**src/rtl/ir_line_tracker.sv**
```systemverilog
// ir_line_tracker: multi-channel IR line sensor synchroniser, debouncer and transition counter
module ir_line_tracker #(
  parameter int N_CH     = 4,
  parameter int CNT_W    = 8,
  parameter int DEBOUNCE = 4,
  parameter bit SATURATE = 1'b1,
  localparam int SEL_W   = (N_CH > 1) ? $clog2(N_CH) : 1,
  localparam int DB_W    = $clog2(DEBOUNCE + 1)
) (
  input  logic             clock,
  input  logic             reset,
  input  logic [N_CH-1:0]  raw_black,
  input  logic [N_CH-1:0]  clr,
  input  logic [SEL_W-1:0] rd_sel,
  output logic [N_CH-1:0]  line_state,
  output logic [N_CH-1:0]  edge_pulse,
  output logic [CNT_W-1:0] rd_count,
  output logic             rd_flag,
  output logic             any_black
);
  localparam logic [CNT_W-1:0] MAX = '1;
  logic [N_CH-1:0]  sync1, sync2, differ, done, inc, flag;
  logic [DB_W-1:0]  db_cnt [N_CH];
  logic [CNT_W-1:0] count  [N_CH];
  // Per channel: synced level disagrees with state; debounce completes this edge; white->black
  always_comb begin
    differ = sync2 ^ line_state;
    for (int i = 0; i < N_CH; i++) done[i] = differ[i] && db_cnt[i] == DB_W'(DEBOUNCE - 1);
    inc = done & ~line_state;
  end
  // Synchroniser, debounce, state, pulse, counters and sticky flags
  always_ff @(posedge clock) begin
    if (reset) begin
      sync1 <= '0;
      sync2 <= '0;
      line_state <= '0;
      edge_pulse <= '0;
      flag <= '0;
      for (int i = 0; i < N_CH; i++) begin
        db_cnt[i] <= '0;
        count[i] <= '0;
      end
    end else begin
      sync1 <= raw_black;
      sync2 <= sync1;
      line_state <= line_state ^ done;
      edge_pulse <= inc;
      for (int i = 0; i < N_CH; i++) begin
        db_cnt[i] <= (differ[i] && !done[i]) ? db_cnt[i] + 1'b1 : '0;
        count[i] <= clr[i] ? {{(CNT_W-1){1'b0}}, inc[i]}
                  : !inc[i] ? count[i]
                  : count[i] == MAX ? (SATURATE ? MAX : '0)
                  : count[i] + 1'b1;
        flag[i] <= !clr[i] && (flag[i] || (inc[i] && count[i] == MAX));
      end
    end
  end
  // Zero-latency indexed read of registered count/flag; out-of-range reads as zero
  always_comb begin
    rd_count = (32'(rd_sel) < N_CH) ? count[rd_sel] : '0;
    rd_flag = (32'(rd_sel) < N_CH) ? flag[rd_sel] : 1'b0;
    any_black = |line_state;
  end
endmodule

```
**config.mk**
```make
export PLATFORM = sky130hd
export DESIGN_NAME = ir_line_tracker
export DESIGN_NICKNAME = d
export VERILOG_FILES = /design/src/rtl/ir_line_tracker.sv
export SDC_FILE = /design/constraint.sdc
export NUM_CORES = 1
export LEC_CHECK = 0
export CAP_MARGIN = 0
export CORE_AREA = 4 4 105 127
export CTS_CLUSTER_SIZE = 30
export DETAILED_ROUTE_END_ITERATION = 8
export DIE_AREA = 0 0 109 131
export SETUP_SLACK_MARGIN = 0.02
export SYNTH_ARGS = -nofsm -noshare
export SYNTH_HDL_FRONTEND = slang
export SYNTH_SLANG_ARGS = --single-unit
```
**constraint.sdc**
```tcl
create_clock -name clock -period 1.9 [get_ports clock]
set_input_delay 0.57 -clock clock [delete_from_list [all_inputs] [get_ports clock]]
set_output_delay 0.57 -clock clock [all_outputs]
set_load 0.05 [all_outputs]
```
==> results of run 1 <==
-- power by group through the flow --
stage | Clock (µW) | Sequential (µW) | Combinational [µW]
after CTS | 1620 | 1360 | 99.2
after global placement | 0 | 1390 | 93.8
after global routing | 1690 | 1360 | 107
final | 1590 | 1360 | 96.5
after detailed placement | 0 | 1390 | 96.3
after floorplan | 0 | 1390 | 56.1
-- placed cells by master, fill, tap and decap left out, drive strengths merged --
| master | instances |
|---|---|
| a211oi | 16 |
| a21boi | 1 |
| a21oi | 9 |
| a311oi | 5 |
| a31oi | 18 |
| a41oi | 2 |
| and2 | 5 |
| and3 | 8 |
| and3b | 4 |
| and4 | 3 |
| and4b | 3 |
| buf | 37 |
| bufinv | 1 |
| clkbuf | 11 |
| clkdlybuf4s50 | 9 |
| clkinv | 3 |
| dfxtp | 64 |
| ha | 12 |
| inv | 17 |
| mux2i | 5 |
| mux4 | 9 |
| nand2 | 10 |
| nand2b | 1 |
| nand3 | 6 |
| nand3b | 4 |
| nand4 | 7 |
| nor2 | 31 |
| nor2b | 13 |
| nor3 | 6 |
| nor3b | 1 |
| nor4 | 3 |
| o21ai | 6 |
| o21bai | 2 |
| o31ai | 4 |
| o41a | 1 |
| or2 | 4 |
| or3 | 5 |
| or4 | 5 |
| xnor2 | 4 |
-- state kept, by name (all words and copies together), names as in the netlist, named ones only --
name,flops
count,32
db_cnt,12
edge_pulse,4
flag,4
sync1,4
sync2,4
-- worst register-to-register path, delay by kind of cell (launching register included) --
kind            cells  cell delay (ns)
compound gates      2             0.44
fa+ha+maj           2             0.36
buf+inv             1             0.23
flops               1             0.33
simple gates        1             0.22
-- stage by stage --
step                      total power (µW)   util  setup WS, ns  hold slack [ns]   TNS (ns)
after floorplan                       1440      -    -0.0000184            0.399  -0.000111
after global placement                1480  0.296        -0.592            0.407      -5.25
after detailed placement              1490  0.296        -0.616            0.414      -5.48
after CTS                             3080  0.325        -0.134            0.421     -0.894
after global routing                  3160  0.326       -0.0760            0.445     -0.489
final                                 3040  0.326       -0.0407            0.415     -0.225
-- cell type report --
| type | count | area, µm² | area share |
|---|---|---|---|
| flip-flops and latches | 64 | 1300 | 0.330 |
| inverters | 17 | 63.8 | 0.0162 |
| well taps | 161 | 201 | 0.0512 |
| clock inverters | 4 | 45.0 | 0.0115 |
| clock buffers | 11 | 243 | 0.0617 |
| multi-input cells | 213 | 1580 | 0.402 |
| repair buffers | 46 | 500 | 0.127 |
-- logic make-up after synthesis --
family                     synth area share
and+or+nand+nor                       0.236
muxes                                0.0858
AOI/OAI and AO/OA                     0.145
DFF                                   0.429
xor gates and xnor gates             0.0117
buffers and inverters                0.0427
adders and majority gates            0.0502
-- metal layers --
layer	track usage	vias to the layer above	share of wire
li1	-	1240	-
met5	0	-	0
met2	0.175	52	0.47
met1	0.129	1170	0.45
met4	0.0684	0	0.035
met3	0.0310	17	0.045
-- repair_timing --
action                                  4_1_cts  5_1_grt
endpoints found under the setup margin       10       10
hold endpoints to repair                      0        0
gates resized for setup                      24       16
setup buffers                                 1        0
-- worst max-delay path by stage --
stage	endpoint	slack, ns	cells past startpoint
6_report	rd_count[6]	-0.04	3
5_1_grt	rd_count[1]	-0.08	3
4_1_cts	rd_count[1]	-0.13	4
2_1_floorplan	rd_count[1]	-0.00002	2
3_5_place_dp	rd_count[1]	-0.62	4
3_3_place_gp	rd_count[0]	-0.59	3
==> flow_summary.yaml, run 1 <==
floorplanning:
  io_pins: 30
  rows: 44
  die_width_um: 109
  core_mm2: 0.0121
  initial_core_util: 0.248
  dieArea_mm2: 0.0143
  die_height_um: 131
cells_and_area:
  n_fill_cell: 1218
  nets: 375
  drive_gt1_frac: 0.234
  final_area_mm2: 0.00393
  diodes: 0
  syn_to_final_growth_pct: 31.6
  fin_cells: 516
detailed_routing:
  drc: 0
  via_per_inst: 4.80
  ant_nets: 0
  drt-total-wl_um: 7130
  dr.first_iter.drc_count: 147
  via_count: 2479
  wl_per_cell_um: 13.8
  first_pass_iters: 4
clock_tree:
  max-clock-path-buffers: 2
  cts_tree: "done"
  cts_sinks: 64
  root_buffer: "clkbuf_16"
  worstSkewPairLatency_ns: 0.33
  h-tree-depth: 3
  numCtsBuffers: 9
  cts.hold.buffers_added: 0
  clk_pin_slew_ns: 0.05
global_route:
  grt_max_degree: 22
  grt_pass1_vias: 2458
  antenna_found_initial: 0
  grtUsageTotal: 0.109
  grt_overflow: 0
  grt_pass1_wl_um: 12000
logic_synthesis:
  yosys_warnings: 0
  synthTopCellsByCount: "64 x dfxtp_1, 31 x nor2_1, 18 x a31oi_1"
  synth_top_area_share: 0.429
  async_flop_share: 0
  syn_area_per_cell_um2: 9.67
  synth-seq-cells: 64
  synth_area_leader_cell: "dfxtp_1"
  syn-instance-count: 309
  seq_area_frac_synth: 0.429
  synth_fp_nets: 333
  ys_top_cells_by_area: "dfxtp_1 43%, mux4_2 6.0%, ha_1 5.0%, a211oi_1 4.0%, nor2_1 3.9%"
  syn-cell-area_mm2: 0.00299
  synthFlopType: "dfxtp_1"
  synth_edf_count: 0
  yosysMostFrequentCell: "dfxtp_1"
  synth_cell_type_count: 44
worst_hold_path:
  hold_end: "db_cnt[0][6]"
  holdPathStages: 1
  min-delay-path-class: "register to register"
  hold_path_startpoint: "db_cnt[0][6]"
setup_path:
  critPathLaunchType: "input port"
  r2r_cells: 6
  startpoint: "rd_sel[1]"
  cp-end-kind: "primary output"
  reg2reg_setup_slack_ns: 0.20
  critPathBufInv: 2
  rr_startpoint: "db_cnt[0][0]"
  cp_max_fo: 8
  crit_arrival_ns: 1.37
  slowest_delay_ns: 0.52
  reg2reg_to: "count[0][4]"
  path_cells: "buf_12 -> mux4_2 -> buf_6"
  setup.worst_path.class: "input port to primary output"
  crit_required_ns: 1.33
  critical_path.top_delay_family: "multiplexers"
  critPathSlowestCell: "mux4_2"
outcome:
  failed_checks: "setup timing"
  status: "finished, violations left"
pwr:
  leakagePower_uw: 0.00151
  p_sw_uw: 600
  pwr-share-seq: 0.447
  swShare: 0.197
  ir_worst_vdd_mv: 0.381
  clkPwrFrac: 0.522
  power_density_mw_per_mm2: 774
  p_int_uw: 2440
  pwr-share-comb: 0.032
sta:
  setup_violations: 9
  rsz0062_at_grt: "true"
  finalHoldViolCount: 0
  final_max_slew_viol_count: 0
  fmax_mhz: 515
  postLayoutSetupSlackWorst_ns: -0.0407
  min_period_ns: 1.94
  finalCritPeriodShare: 1.02
  relSlewSlack: 0.746
  skew_ns: 0.00692
  worst_pin_slew_ns: 0.381
placement:
  dpl_cell_area_mm2: 0.00357
  place.detailed.hpwl_um: 5340
  io_buffer_count: 29
  placed_cells: 501
  place.gp.congestion: 0.798
job:
  maxCapViolations: 0
(Power assumes the default switching activity.)
==> run 2: changes to the inputs <==
--- a/config.mk
+++ b/config.mk
@@ -6,11 +6,12 @@
 export NUM_CORES = 1
 export LEC_CHECK = 0
 export CAP_MARGIN = 0
-export CORE_AREA = 4 4 105 127
+export CORE_AREA = 4 4 85 103
 export CTS_CLUSTER_SIZE = 30
 export DETAILED_ROUTE_END_ITERATION = 8
-export DIE_AREA = 0 0 109 131
+export DIE_AREA = 0 0 89 107
 export SETUP_SLACK_MARGIN = 0.02
 export SYNTH_ARGS = -nofsm -noshare
 export SYNTH_HDL_FRONTEND = slang
 export SYNTH_SLANG_ARGS = --single-unit
+export TNS_END_PERCENT = 10
==> constraint.sdc (replaced) <==
create_clock -name clock -period 1.6 [get_ports clock]
set_input_delay 0.48 -clock clock [delete_from_list [all_inputs] [get_ports clock]]
set_output_delay 0.48 -clock clock [all_outputs]
set_load 0.05 [all_outputs]
==> run 2 against run 1 <==
  * Critical endpoint is now rd_count[4]
  * Highest routed layer unchanged
  * Die area shrank 33%
  * Global-route usage grew 5.0 points
  * Combinational power grew 34%
  * Register-to-register slack lost 0.14 ns
  * Wire length grew 1.8%
  * The run still ends with setup timing left
  * Largest cell class unchanged
  * Clock-buffer cell count grew 1
  * Non-clock buffer count grew 22
  * Critical path type unchanged
  * Final area grew 2.3%
  * Power shrank 4.0%
  * Sequential power grew 18%
==> flow_summary.yaml, run 2 (synthesis results as in run 1) <==
sta:
  skew_ns: 0.00578
  relSlewSlack: 0.754
  rsz0062_at_grt: "true"
  finalHoldViolCount: 0
  fmax_mhz: 542
  finalCritPeriodShare: 1.15
  worst_pin_slew_ns: 0.366
  postLayoutSetupSlackWorst_ns: -0.244
  setup_violations: 10
  min_period_ns: 1.84
  hold_ws_ns: 0.417
  final_max_slew_viol_count: 0
setup_path:
  setup.worst_path.class: "input port to primary output"
  slowest_delay_ns: 0.51
  path_cells: "buf_8 -> buf_12 -> mux4_2 -> buf_8"
  critPathLaunchType: "input port"
  crit_arrival_ns: 1.36
  critPathSlowestCell: "mux4_2"
  crit_required_ns: 1.12
  cp_max_fo: 5
  cpMostUsedCell: "buf_8"
  cp-end-kind: "primary output"
cells_and_area:
  regMostFlops: "count"
  nets: 397
  largestRegisters: "count (32), db_cnt (12)"
  diodes: 0
  drive_gt1_frac: 0.312
  syn_to_final_growth_pct: 34.6
  final_common_cell: "dfxtp_1"
  final_area_mm2: 0.00402
  largest_register_ffs: 32
  fin_cells: 470
  n_fill_cell: 689
  layout_common_cells: "54 x dfxtp_1, 37 x buf_4, 31 x nor2_1"
detailed_routing:
  ant_nets: 0
  dr.first_iter.drc_count: 186
  via_per_inst: 5.49
  wl_per_cell_um: 15.4
  drc: 0
  first_pass_iters: 5
  drt-total-wl_um: 7260
  via_count: 2581
placement:
  dpl_cell_area_mm2: 0.00369
  place.detailed.hpwl_um: 5320
  pre_cts_ws_ns: -0.775
  placed_cells: 453
  place.gp.congestion: 0.875
  io_buffer_count: 29
pwr:
  p_sw_uw: 647
  leakagePower_uw: 0.00158
  ir_worst_vdd_mv: 0.418
  pwr-share-comb: 0.044
  pwr-share-seq: 0.552
  finalPower_uw: 2920
  clkPwrFrac: 0.404
  swShare: 0.221
  p_int_uw: 2280
  power_density_mw_per_mm2: 727
floorplanning:
  initial_core_util: 0.390
  die_height_um: 107
  io_pins: 30
  dieArea_mm2: 0.00952
  die_width_um: 89
  core_mm2: 0.00766
  rows: 35
clock_tree:
  root_buffer: "clkbuf_8"
  h-tree-depth: 3
  numCtsBuffers: 9
  clk_pin_slew_ns: 0.06
  worstSkewPairLatency_ns: 0.33
  postCtsSetupBuffers: 0
  max-clock-path-buffers: 2
  cts_tree: "done"
  cts_sinks: 64
global_route:
  grt_pass1_wl_um: 11800
  grt_max_degree: 20
  antenna_found_initial: 0
  grt_pass1_vias: 2495
  grt_overflow: 0
  grtUsageTotal: 0.160
outcome:
  failed_checks: "setup timing"
  status: "finished, violations left"
job:
  maxCapViolations: 0
worst_hold_path:
  min-delay-path-class: "register to register"
-- run 2: cell types whose count changed in the layout (fill, tap and decap cells not counted), sizes merged --
cell / previous run / this run
bufinv: 1 / 0
clkbuf: 11 / 12
buf: 37 / 59
clkinv: 3 / 4
-- run 2: worst paths after layout --
| path | slack, ns | cells past startpoint | startpoint | end |
|---|---|---|---|---|
| worst max-delay path | -0.24 | 4 | rd_sel[1] | rd_count[4] |
| worst min-delay path | 0.42 | 1 | db_cnt[0][0] | db_cnt[0][0] |
| worst max register to register | 0.06 | 6 | db_cnt[0][3] | count[1][7] |
| worst min register to register | 0.42 | 1 | db_cnt[0][0] | db_cnt[0][0] |
-- run 2: cell type report --
cell class	count	area (µm²)	share of cell area
multi-input combinational	213	1650	0.411
sequential	64	1290	0.322
inverter	17	63.8	0.0159
clock inverter	4	20.0	0.00498
timing repair buffer	68	731	0.182
tap	92	115	0.0286
clock buffer	12	145	0.0361
-- run 2: worst max-delay path: cells and delay by family --
family	cells	cell delay [ns]
mux	1	0.51
buf+inv	3	0.37
-- run 2: what timing repair did --
action	CTS	global route
pin swaps	0	4
hold buffers	0	0
gates cloned	1	0
setup endpoints to repair	14	25
gates resized for setup	38	16
-- run 2: metal layers --
layer / track usage / up-vias / wire [µm]
met5: 0 / - / 0
met1: 0.208 / 1220 / 3360
met4: 0.0638 / 0 / 139
met3: 0.0354 / 10 / 302
met2: 0.254 / 70 / 3460
li1: - / 1281 / -
-- run 2: power groups by stage --
stage | clock [µW] | combinational [µW] | sequential [µW]
floorplan | 0 | 66.7 | 1650
global placement | 0 | 118 | 1650
detailed placement | 0 | 121 | 1650
CTS | 1220 | 131 | 1610
finish | 1180 | 129 | 1610
global route | 1290 | 140 | 1610
-- run 2: through the flow --
| stage | TNS (ns) | utilization |
|---|---|---|
| final | -2.23 | 0.525 |
| after global routing | -2.53 | 0.525 |
| after CTS | -2.32 | 0.516 |
| after detailed placement | -10.82 | 0.482 |
| after global placement | -10.43 | 0.482 |
| after floorplan | -1.14 | - |
==> run 3: changes to the inputs <==
--- a/config.mk
+++ b/config.mk
@@ -6,12 +6,12 @@
 export NUM_CORES = 1
 export LEC_CHECK = 0
 export CAP_MARGIN = 0
-export CORE_AREA = 4 4 85 103
+export CORE_AREA = 2 2 83 101
 export CTS_CLUSTER_SIZE = 30
 export DETAILED_ROUTE_END_ITERATION = 8
-export DIE_AREA = 0 0 89 107
+export DIE_AREA = 0 0 85 103
 export SETUP_SLACK_MARGIN = 0.02
 export SYNTH_ARGS = -nofsm -noshare
 export SYNTH_HDL_FRONTEND = slang
 export SYNTH_SLANG_ARGS = --single-unit
-export TNS_END_PERCENT = 10
+export TNS_END_PERCENT = 50
==> run 3 against run 2 <==
  * The run still ends with setup timing left
  * Worst setup slack worse by 0.0055 ns
  * Final cell count rose by 2.3%
  * Power is 8.2% higher
  * Sequential share of layout area shrank 0.56 points
  * Fmax shrank 0.30%
  * Wire length shrank 2.5%
  * First-iteration DRC count decreased by 8.6%
  * Via count about the same
  * Hold slack got worse by 0.0082 ns
  * Clock skew rose by 0.0035 ns
  * Critical endpoint is now rd_count[0]
==> flow_summary.yaml, run 3 (synthesis results as in run 1) <==
cells_and_area:
  n_fill_cell: 713
  multi_input_area_mm2: 0.00166
  largest_register_ffs: 32
  final_area_mm2: 0.00413
  regMostFlops: "count"
  fin_cells: 481
  nets: 405
  final_common_cell: "dfxtp_1"
  drive_gt1_frac: 0.326
  layout_common_cells: "50 x dfxtp_1, 44 x buf_4, 31 x nor2_1"
  diodes: 0
  syn_to_final_growth_pct: 38.1
  regArea_mm2: 0.00130
  largestRegisters: "count (32), db_cnt (12)"
  finish.utilization: 0.523
pwr:
  pwr-share-comb: 0.039
  clkPwrFrac: 0.451
  p_int_uw: 2470
  leakagePower_uw: 0.00163
  swShare: 0.218
  p_sw_uw: 690
  power_density_mw_per_mm2: 767
  pwr-share-seq: 0.509
  ir_worst_vdd_mv: 0.554
floorplanning:
  initial_core_util: 0.379
  rows: 36
  dieArea_mm2: 0.00876
  io_pins: 30
  die_width_um: 85
  core_mm2: 0.00788
  die_height_um: 103
sta:
  final_max_slew_viol_count: 0
  fmax_mhz: 541
  min_period_ns: 1.85
  postLayoutSetupSlackWorst_ns: -0.250
  skew_ns: 0.00925
  rsz0062_at_grt: "true"
  setup_violations: 10
  relSlewSlack: 0.797
  worst_pin_slew_ns: 0.303
  finalHoldViolCount: 0
  hold_ws_ns: 0.409
  finalCritPeriodShare: 1.16
clock_tree:
  h-tree-depth: 3
  worstSkewPairLatency_ns: 0.35
  numCtsBuffers: 9
  cts_tree: "done"
  max-clock-path-buffers: 2
  cts_sinks: 64
  root_buffer: "clkbuf_8"
  clk_pin_slew_ns: 0.07
placement:
  place.detailed.hpwl_um: 5240
  pre_cts_ws_ns: -0.737
  io_buffer_count: 29
  place.gp.congestion: 0.836
  dpl_cell_area_mm2: 0.00374
  placed_cells: 461
setup_path:
  critPathSlowestCell: "mux4_2"
  critical_path.top_delay_family: "multiplexers"
  setup.worst_path.class: "register to primary output"
  critPathBufInv: 1
  path_cells: "mux4_2 -> buf_8"
  cp-end-kind: "primary output"
  cp_max_fo: 2
  crit_required_ns: 1.12
  critPathLaunchType: "register"
  slowest_delay_ns: 0.49
  crit_arrival_ns: 1.37
global_route:
  antenna_found_initial: 0
  grt_max_degree: 20
  grt_overflow: 0
  grt_pass1_vias: 2509
  grt_pass1_wl_um: 11700
  grtUsageTotal: 0.173
outcome:
  status: "finished, violations left"
  failed_checks: "setup timing"
detailed_routing:
  first_pass_iters: 4
  wl_per_cell_um: 14.7
  dr.first_iter.drc_count: 170
  drc: 0
  ant_nets: 0
  drt-total-wl_um: 7080
  via_count: 2580
  via_per_inst: 5.36
worst_hold_path:
  min-delay-path-class: "register to register"
job:
  maxCapViolations: 0
[run 3: cell count changes in the layout (fill, tap and decap cells not counted), moves of 3 or more]
| cell | before | now |
|---|---|---|
| buf_4 | 37 | 44 |
| dfxtp_1 | 54 | 50 |
| a211oi_1 | 13 | 16 |
| a211oi_2 | 3 | 0 |
[run 3: final timing paths]
| check | cells past startpoint | start | end | slack, ns |
|---|---|---|---|---|
| setup / recovery | 2 | count[3][0] | rd_count[0] | -0.25 |
| hold / removal | 1 | db_cnt[0][6] | db_cnt[0][6] | 0.41 |
| setup reg to reg | 5 | db_cnt[0][0] | count[0][5] | 0.06 |
| hold reg to reg | 1 | db_cnt[0][6] | db_cnt[0][6] | 0.41 |
[run 3: power groups by stage]
stage                     registers [µW]  logic (µW)  clock network [µW]
after floorplan                     1650        66.7                   0
after global placement              1650         124                   0
after detailed placement            1650         126                   0
after CTS                           1610         131                1460
after global routing                1610         136                1550
final                               1610         125                1430
[run 3: layout make-up]
class,instances,share of cell area
Multi-Input combinational cell,213,0.401
Sequential cell,64,0.316
Timing Repair Buffer,76,0.188
Clock buffer,11,0.0367
Tap cell,95,0.0288
Inverter,17,0.0155
Clock inverter,5,0.0133
[run 3: stage by stage]
stage | setup TNS (ns) | power, µW
6_report | -2.22 | 3160
5_1_grt | -2.64 | 3290
4_1_cts | -2.40 | 3210
3_5_place_dp | -11.01 | 1780
3_3_place_gp | -9.78 | 1770
2_1_floorplan | -1.14 | 1710
[run 3: worst register-to-register path, stage by stage, from the launching register on]
cell      delay, ns
dfxtp_2        0.35
ha_4           0.14
ha_4           0.12
nand3b_1       0.17
or4_1          0.56
a31oi_1        0.14
[run 3: per-layer routing]
metal	GRT usage	share of wire	wire length [µm]	up-vias
met5	0	0	0	-
met4	0.0965	0.030	210	0
met3	0.0400	0.052	370	16
met2	0.278	0.48	3370	71
met1	0.215	0.44	3130	1197
li1	-	-	-	1296
[run 3: what timing repair did]
item                                    4_1_cts  5_1_grt
pin swaps                                     0        6
resized for setup                            38       20
endpoints found under the setup margin       12       29
setup buffers                                 3        2
hold buffers                                  0        0
